==> src/rtl/quad_step_decoder_pkg.sv <==
// Shared types and the step classifier for the quadrature step decoder.
package quad_pkg;

    typedef enum logic [1:0] {
        S00 = 2'b00,
        S01 = 2'b01,
        S11 = 2'b11,
        S10 = 2'b10
    } quad_state_t;

    typedef enum logic [1:0] {
        STEP_NONE,
        STEP_FWD,
        STEP_REV,
        STEP_ERR
    } step_t;

    // Forward order is 00->10->11->01->00 (A leads); a double-bit change is illegal.
    function automatic step_t quad_step(input quad_state_t prev, input quad_state_t next);
        quad_state_t fwd;
        step_t       s;
        case (prev)
            S00:     fwd = S10;
            S10:     fwd = S11;
            S11:     fwd = S01;
            default: fwd = S00;
        endcase
        if (next == prev)
            s = STEP_NONE;
        else if ((2'(prev) ^ 2'(next)) == 2'b11)
            s = STEP_ERR;
        else if (next == fwd)
            s = STEP_FWD;
        else
            s = STEP_REV;
        return s;
    endfunction

endpackage

==> src/rtl/quad_step_decoder_filter.sv <==
// Synchronizer plus persistence filter for one asynchronous encoder phase.
module quad_glitch_filter
    import quad_pkg::*;
#(
    parameter int unsigned SYNC_STAGES = 2,
    parameter int unsigned FILTER_LEN  = 4
) (
    input  logic clk,
    input  logic reset,
    input  logic din,
    output logic level,
    output logic stable_c
);

    localparam int unsigned CNT_W  = $clog2(FILTER_LEN + 1);
    localparam int unsigned FILL_W = $clog2(SYNC_STAGES + 1);

    logic [SYNC_STAGES-1:0] sync;
    logic [CNT_W-1:0]       cnt;
    logic [FILL_W-1:0]      fill;
    logic                   synced;
    logic                   warm;

    assign synced = sync[SYNC_STAGES-1];
    assign warm   = (fill == FILL_W'(SYNC_STAGES));

    // Stable only once the chain holds post-reset samples that agree with the level.
    assign stable_c = warm && (cnt == '0) && (synced == level);

    always_ff @(posedge clk) begin
        if (reset) begin
            sync  <= '0;
            cnt   <= '0;
            fill  <= '0;
            level <= 1'b0;
        end else begin
            sync <= {sync[SYNC_STAGES-2:0], din};
            if (!warm)
                fill <= fill + FILL_W'(1);
            if (synced != level) begin
                if (cnt == CNT_W'(FILTER_LEN - 1)) begin
                    level <= ~level;
                    cnt   <= '0;
                end else begin
                    cnt <= cnt + CNT_W'(1);
                end
            end else begin
                cnt <= '0;
            end
        end
    end

endmodule

==> src/rtl/quad_step_decoder.sv <==
// Quadrature decoder: filtered phases drive a Gray-code FSM producing step pulses,
// a sticky illegal-transition flag and a wrapping debug position.
module quad_step_decoder
    import quad_pkg::*;
#(
    parameter int unsigned SYNC_STAGES = 2,
    parameter int unsigned FILTER_LEN  = 4,
    parameter int unsigned POS_W       = 8
) (
    input  logic             clk,
    input  logic             reset,
    input  logic             phase_a,
    input  logic             phase_b,
    input  logic             enable,
    input  logic             err_clr,
    output logic             increment,
    output logic             decrement,
    output logic             error,
    output logic [POS_W-1:0] position
);

    logic        level_a;
    logic        level_b;
    logic        stable_a_c;
    logic        stable_b_c;
    logic        primed;
    quad_state_t state;
    quad_state_t levels_c;
    step_t       step_c;

    quad_glitch_filter #(
        .SYNC_STAGES(SYNC_STAGES),
        .FILTER_LEN (FILTER_LEN)
    ) u_filt_a (
        .clk     (clk),
        .reset   (reset),
        .din     (phase_a),
        .level   (level_a),
        .stable_c(stable_a_c)
    );

    quad_glitch_filter #(
        .SYNC_STAGES(SYNC_STAGES),
        .FILTER_LEN (FILTER_LEN)
    ) u_filt_b (
        .clk     (clk),
        .reset   (reset),
        .din     (phase_b),
        .level   (level_b),
        .stable_c(stable_b_c)
    );

    assign levels_c = quad_state_t'({level_a, level_b});
    assign step_c   = quad_step(state, levels_c);

    // FSM always tracks the filtered levels; enable only gates the visible effects.
    always_ff @(posedge clk) begin
        if (reset) begin
            state     <= S00;
            primed    <= 1'b0;
            increment <= 1'b0;
            decrement <= 1'b0;
            error     <= 1'b0;
            position  <= '0;
        end else begin
            increment <= 1'b0;
            decrement <= 1'b0;
            if (err_clr)
                error <= 1'b0;
            if (!primed) begin
                if (stable_a_c && stable_b_c) begin
                    state  <= levels_c;
                    primed <= 1'b1;
                end
            end else begin
                state <= levels_c;
                if (enable) begin
                    case (step_c)
                        STEP_FWD: begin
                            increment <= 1'b1;
                            position  <= position + POS_W'(1);
                        end
                        STEP_REV: begin
                            decrement <= 1'b1;
                            position  <= position - POS_W'(1);
                        end
                        STEP_ERR: error <= 1'b1;
                        default:  ;
                    endcase
                end
            end
        end
    end

endmodule

==> config.mk <==
export PLATFORM = sky130hd
export DESIGN_NAME = quad_step_decoder
export DESIGN_NICKNAME = d
export VERILOG_FILES = /design/src/rtl/quad_step_decoder_pkg.sv /design/src/rtl/quad_step_decoder_filter.sv /design/src/rtl/quad_step_decoder.sv
export SDC_FILE = /design/constraint.sdc
export NUM_CORES = 1
export LEC_CHECK = 0
export CAP_MARGIN = 0
export CORE_MARGIN = 5
export CORE_UTILIZATION = 59
export DETAILED_ROUTE_END_ITERATION = 10
export GPL_TIMING_DRIVEN = 0
export HOLD_SLACK_MARGIN = 0.15
export PLACE_DENSITY_LB_ADDON = 0.08
export SLEW_MARGIN = 20
export SYNTH_ARGS = -nofsm -noshare
export SYNTH_HDL_FRONTEND = slang
export SYNTH_HIERARCHICAL = 1
export SYNTH_SLANG_ARGS = --single-unit
==> constraint.sdc <==
create_clock -name clk -period 8.02 [get_ports clk]
set_input_delay 1.604 -clock clk [delete_from_list [all_inputs] [get_ports clk]]
set_output_delay 1.604 -clock clk [all_outputs]
set_load 0.01 [all_outputs]
==> metrics.txt <==
slowest CP cell=clkdlybuf4s50_1; worst ir drop on vdd=around 0.16 mV; Post-CTS Hold Buffers=0; filler cell count=between 200 and 250; GRT Overall Usage=17.7%; Pre-antenna DRT Iters=4; Site Rows=18; TritonCTS clock tree=built; crit path kind=input pin to register; die area=3770 um2; dpl cell area=1760 um2; wire per inst=12.6 um; Leak=about 0.7 nW; global route total overflow=0; HPWL after DPL=2060 um; power per cell area=177 nW/um2; share of the synthesized area in the top cell type=roughly 38%; core area=roughly 2500 um2; Die Ht=61.4 um; TNS Setup=0 ns; vias in the first global route=1182; Seq/Total Area, Yosys=38.5%; initial antenna violation count=0; Synth area leader=dfxtp_1; Design Power=between 300 and 400 uW; post-CTS sizing=0; Finished Cell Area=1840 um2; Ports=17; Arr. time, crit path=3.18 ns; clock tree buffer depth=2; post-synthesis area per instance=9.40 um2; GP Congestion=0.770; Ant. Diodes=0; nets@finish=about 210; met2 routed WL=1370 um; effective utilization at floorplan=62.4%; maxcap violations=0; H-tree levels=2; Layout area overhead=17.7%; crit-path max FO=23; pins over their slew limit=0; ys async rst share=0%; Worst-Margin Slew=between 0.8 and 0.9 ns; status=finished clean; Num CTS Buffers=5; Synth area leaders=dfxtp_1 38%, ha_1 13%, inv_1 3.8%; RSZ-0062 raised after global routing=no; later-pin clock latency in the skew report=0.33 ns; Req. time, crit path=8.22 ns; crit share post-route=37.2%; post-CTS setup buffer count=0; clock skew=0.0162 ns; met1 wire length=1250 um; Port-buffer cells=16; Post-Route WL=2770 um; Achievable Freq=336 MHz; CP startpoint kind=input pin; via count=~1200; Rel. slew slack=a little over two fifths; Syn Inst Count=166; first-pass GRT wire length=4890 um; Final Critical Period=2.98 ns; root buf cell=clkbuf_4; minimum hold slack=0.447 ns; met3 wire len=110 um; Final Hold Viols=0; yosys warns=6; post-synthesis cell type count=42; # setup viols final=0; share of layout cells above drive strength 1=11.1%; Vias/cell=between 5 and 6; Seq cells post-synth=30; Post-Synthesis Cell Area=~1600 um2; Post-synth EDFFs=0; CP cell instances=clkdlybuf4s50_1 -> clkbuf_1 -> nor2_1; final routed DRC violation total=0; largest net degree at the start of global routing=24; DR top layer=met4; syn_nets=around 190; clk slew on worst S/H paths=approximately 0.09 ns; max incr delay on CP=~1.0 ns; Critical Path Sink Type=register; antenna-violating nets left=0; DR iter-0 viols=35; clk sinks=30; top_reg_cell synth=dfxtp_1; Die W=roughly 61 um; Hold Path Class=register to register
[kinds of logic after synthesis]
logic type      after synthesis  synth area share, %
flops                        30                 38.5
simple gates                 58                 21.3
xor+xnor                      7                 4.89
fa+ha+maj                    17                 14.1
compound gates               29                 11.9
buf+inv                      19                 5.05
mux                           6                 4.17
[Yosys cell counts, types with 2 or more instances]
| master | instances |
|---|---|
| a21oi_1 | 10 |
| and4_1 | 2 |
| clkbuf_1 | 2 |
| dfxtp_1 | 30 |
| ha_1 | 16 |
| inv_1 | 16 |
| mux2i_1 | 5 |
| nand2_1 | 12 |
| nand3_1 | 2 |
| nor2_1 | 12 |
| nor2b_1 | 6 |
| nor3_1 | 5 |
| nor3b_1 | 2 |
| nor4_1 | 4 |
| nor4b_2 | 2 |
| o211ai_1 | 3 |
| o21a_1 | 2 |
| o21ai_0 | 5 |
| o31ai_1 | 2 |
| or2_2 | 2 |
| xnor2_1 | 3 |
| xnor2_2 | 2 |
| xor2_1 | 2 |
[layout make-up]
type	instances	area [um2]	area share, %
repair buffers	16	160	8.72
clock buffers	8	78.8	4.29
flip-flops and latches	30	601	32.7
plain buffers	3	18.8	1.02
multi-input cells	117	881	48.0
well taps	30	37.5	2.04
inverters	16	60.1	3.27
[critical path, delay by kind of cell]
family,cells,cell delay [ns]
AND/OR/NAND/NOR,1,0.10
buffers and inverters,2,1.47
[per-layer routing]
| layer | vias up | track usage (%) |
|---|---|---|
| li1 | 618 | - |
| met1 | 517 | 19.4 |
| met2 | 18 | 30.2 |
| met3 | 4 | 7.13 |
| met4 | 0 | 7.58 |
| met5 | - | 0 |
[state kept, by name (all words and copies together), names as in the netlist]
name	flops
decrement	1
error	1
increment	1
position	8
primed	1
state	2
u_filt_a/cnt	3
u_filt_a/fill	2
u_filt_a/level	1
u_filt_a/sync	2
u_filt_b/cnt	3
u_filt_b/fill	2
u_filt_b/level	1
u_filt_b/sync	2
[power by group]
group | internal [mW] | switching [mW]
sequential | 0.161 | 0.00670
clock | 0.0599 | 0.0521
combinational | 0.0237 | 0.0217
[final timing paths]
path         depth (start not counted)                to              from  slack (ns)
max                                  3       position[2]             reset        5.04
min                                  1  u_filt_b/sync[1]  u_filt_b/sync[0]        0.45
max reg2reg                         10       position[7]          state[1]        5.19
min reg2reg                          1  u_filt_b/sync[1]  u_filt_b/sync[0]        0.45
[through the flow]
stage | worst slack [ns] | std cells | utilization, %
6_report | 5.04 | 220 | 73.5
5_1_grt | 4.93 | 220 | 73.5
4_1_cts | 5.04 | 220 | 73.5
3_5_place_dp | 4.69 | 212 | 70.3
3_3_place_gp | 4.72 | 212 | 70.3
2_1_floorplan | 5.45 | 166 | -
[layout by cell type (no fill, tap or decap), types with 2 or more instances in the layout]
cell type and instances:
dfxtp_1 30, nor4b_2 2, clkbuf_8 3, clkdlybuf4s50_1 16
nor4_1 4, ha_1 16, a21oi_1 10, xnor2_2 2
nor3b_1 2, nand2_1 12, nor2_1 12, clkbuf_4 5
inv_1 16, xnor2_1 3, and4_1 2, or2_2 2
nand3_1 2, nor2b_1 6, o21ai_0 5, nor3_1 5
o21a_1 2, o31ai_1 2, xor2_1 2, o211ai_1 3
mux2i_1 5, clkbuf_1 2
Note: power is estimated with default switching activity, not from simulation.
==> edit (config.mk and constraints unchanged) <==
`POS_W`: 8 -> 9.
--- a/src/rtl/quad_step_decoder.sv
+++ b/src/rtl/quad_step_decoder.sv
@@ -6,5 +6,5 @@
     parameter int unsigned SYNC_STAGES = 2,
     parameter int unsigned FILTER_LEN  = 4,
-    parameter int unsigned POS_W       = 8
+    parameter int unsigned POS_W       = 9
 ) (
     input  logic             clk,
Ports: changed (resized position); port bits go from 17 to 18. No check against the original RTL was run, so the function may have changed too.
==> edit against the unedited design <==
  * Sequential cell count rose by 1
  * Cell area rose by 4.8%
  * Clock skew rose by 1.0 ps
  * Critical path type unchanged
  * Largest cell class unchanged
  * Largest power group unchanged
  * Setup slack got worse by 190 ps
  * Total power rose by 6.5%
  * Maximum frequency fell by 6.1%
  * Highest routed layer unchanged
  * Area after synthesis rose by 4.4%
  * Synthesized cell count rose by 6.6%
  * Cell count rose by 5.9%
  * Routed wire length rose by 9.0%
==> edit: results (changes against the unedited design) <==
Logic synthesis
  • Area contributors post-synth: dfxtp_1 38%, ha_1 13%, a21oi_1 4.3%
  • Mapped Nets: 201 (+6.3%)
  • Netlist cell types: 39 (-7.1%)
  • Syn_area_per_cell: 9.20 um^2 (-2.1%)

Place
  • Routability Congestion: 0.813 (+5.5%)
  • Port-buffer cells: 17 (+1)
  • Placed Area: 1840 um^2 (+4.6%)

Power and ir drop
  • Peak supply drop: 0.000223 V (+36%)
  • Static leakage: 0.778 nW (+12%)

Worst setup path
  • R2R Path End: position[8]$_SDFFE_PP0P_
  • Flop-to-flop setup slack: 5030 ps (-160 ps)
  • Critical path fanouts, max: 17 (-26%)
  • Crit path arrival time: 3380 ps (+200 ps)
  • Worst Setup EP: state[0]$_SDFFE_PP0P_

GRT
  • Vias in the first global route: 1286 (+8.8%)
  • Met2 GRT Util: 0.325 (+0.0230)
  • GR Util met1: 0.146 (-0.0486)

Worst hold path
  • Worst hold start: u_filt_a/cnt[0]$_SDFF_PP0_
  • Hold EP: u_filt_a/cnt[0]$_SDFF_PP0_

Final layout
  • FILL cells: 232 (+14%)
  • Share of layout cells above drive strength 1: 0.0941 (-0.0165)

STA
  • Slew @ Worst Pin: 614 ps (-230 ps)
  • Layout Skew: 17.2 ps (+1.00 ps)
  • WHS: 459 ps (+12.9 ps)

Outcome
  • Status: completed
==> edit: changes by cell type after synthesis, sizes merged, moves of 3 or more <==
cell / before / now
a21oi: 11 / 14
inv: 16 / 12
nand3: 3 / 7
nor3: 6 / 3
or3: 0 / 3
==> edit: cells by family (layout without fill, tap and decap cells) <==
logic type,count (synthesis),count (layout),synth area share
adder cells (fa/ha/maj),18,18,0.143
AO/OA/AOI/OAI,31,31,0.113
XOR/XNOR,10,10,0.0630
multiplexers,6,6,0.0376
AND/OR/NAND/NOR,65,65,0.221
buffers and inverters,16,41,0.0415
flip-flops,31,31,0.381
==> edit: cell type report <==
class | instances | area, um^2 | area share
Multi-Input combinational cell | 130 | 941 | 0.489
Clock buffer | 6 | 51.3 | 0.0267
Tap cell | 31 | 38.8 | 0.0202
Timing Repair Buffer | 17 | 170 | 0.0884
Clock inverter | 2 | 35.0 | 0.0182
Sequential cell | 31 | 621 | 0.322
Inverter | 12 | 45.0 | 0.0234
Buffer | 4 | 22.5 | 0.0117
==> edit: power breakdown <==
part | total [mW] | leakage (nW) | switching [mW] | internal (mW)
Sequential | 0.172 | 0.252 | 0.00685 | 0.166
Combinational | 0.0456 | 0.478 | 0.0216 | 0.0240
Clock | 0.128 | 0.0482 | 0.0541 | 0.0736
Total | 0.346 | 0.778 | 0.0826 | 0.263
==> edit: routing by layer <==
| metal | vias to the layer above | routed length (um) |
|---|---|---|
| met2 | 20 | 1610 |
| met5 | - | 0 |
| met3 | 6 | 129 |
| met4 | 0 | 44 |
| li1 | 669 | - |
| met1 | 626 | 1230 |
==> edit: critical path, delay by kind of cell <==
kind                   cells  cell delay (ps)
AND/OR/NAND/NOR            1               90
buffers and inverters      3             1680
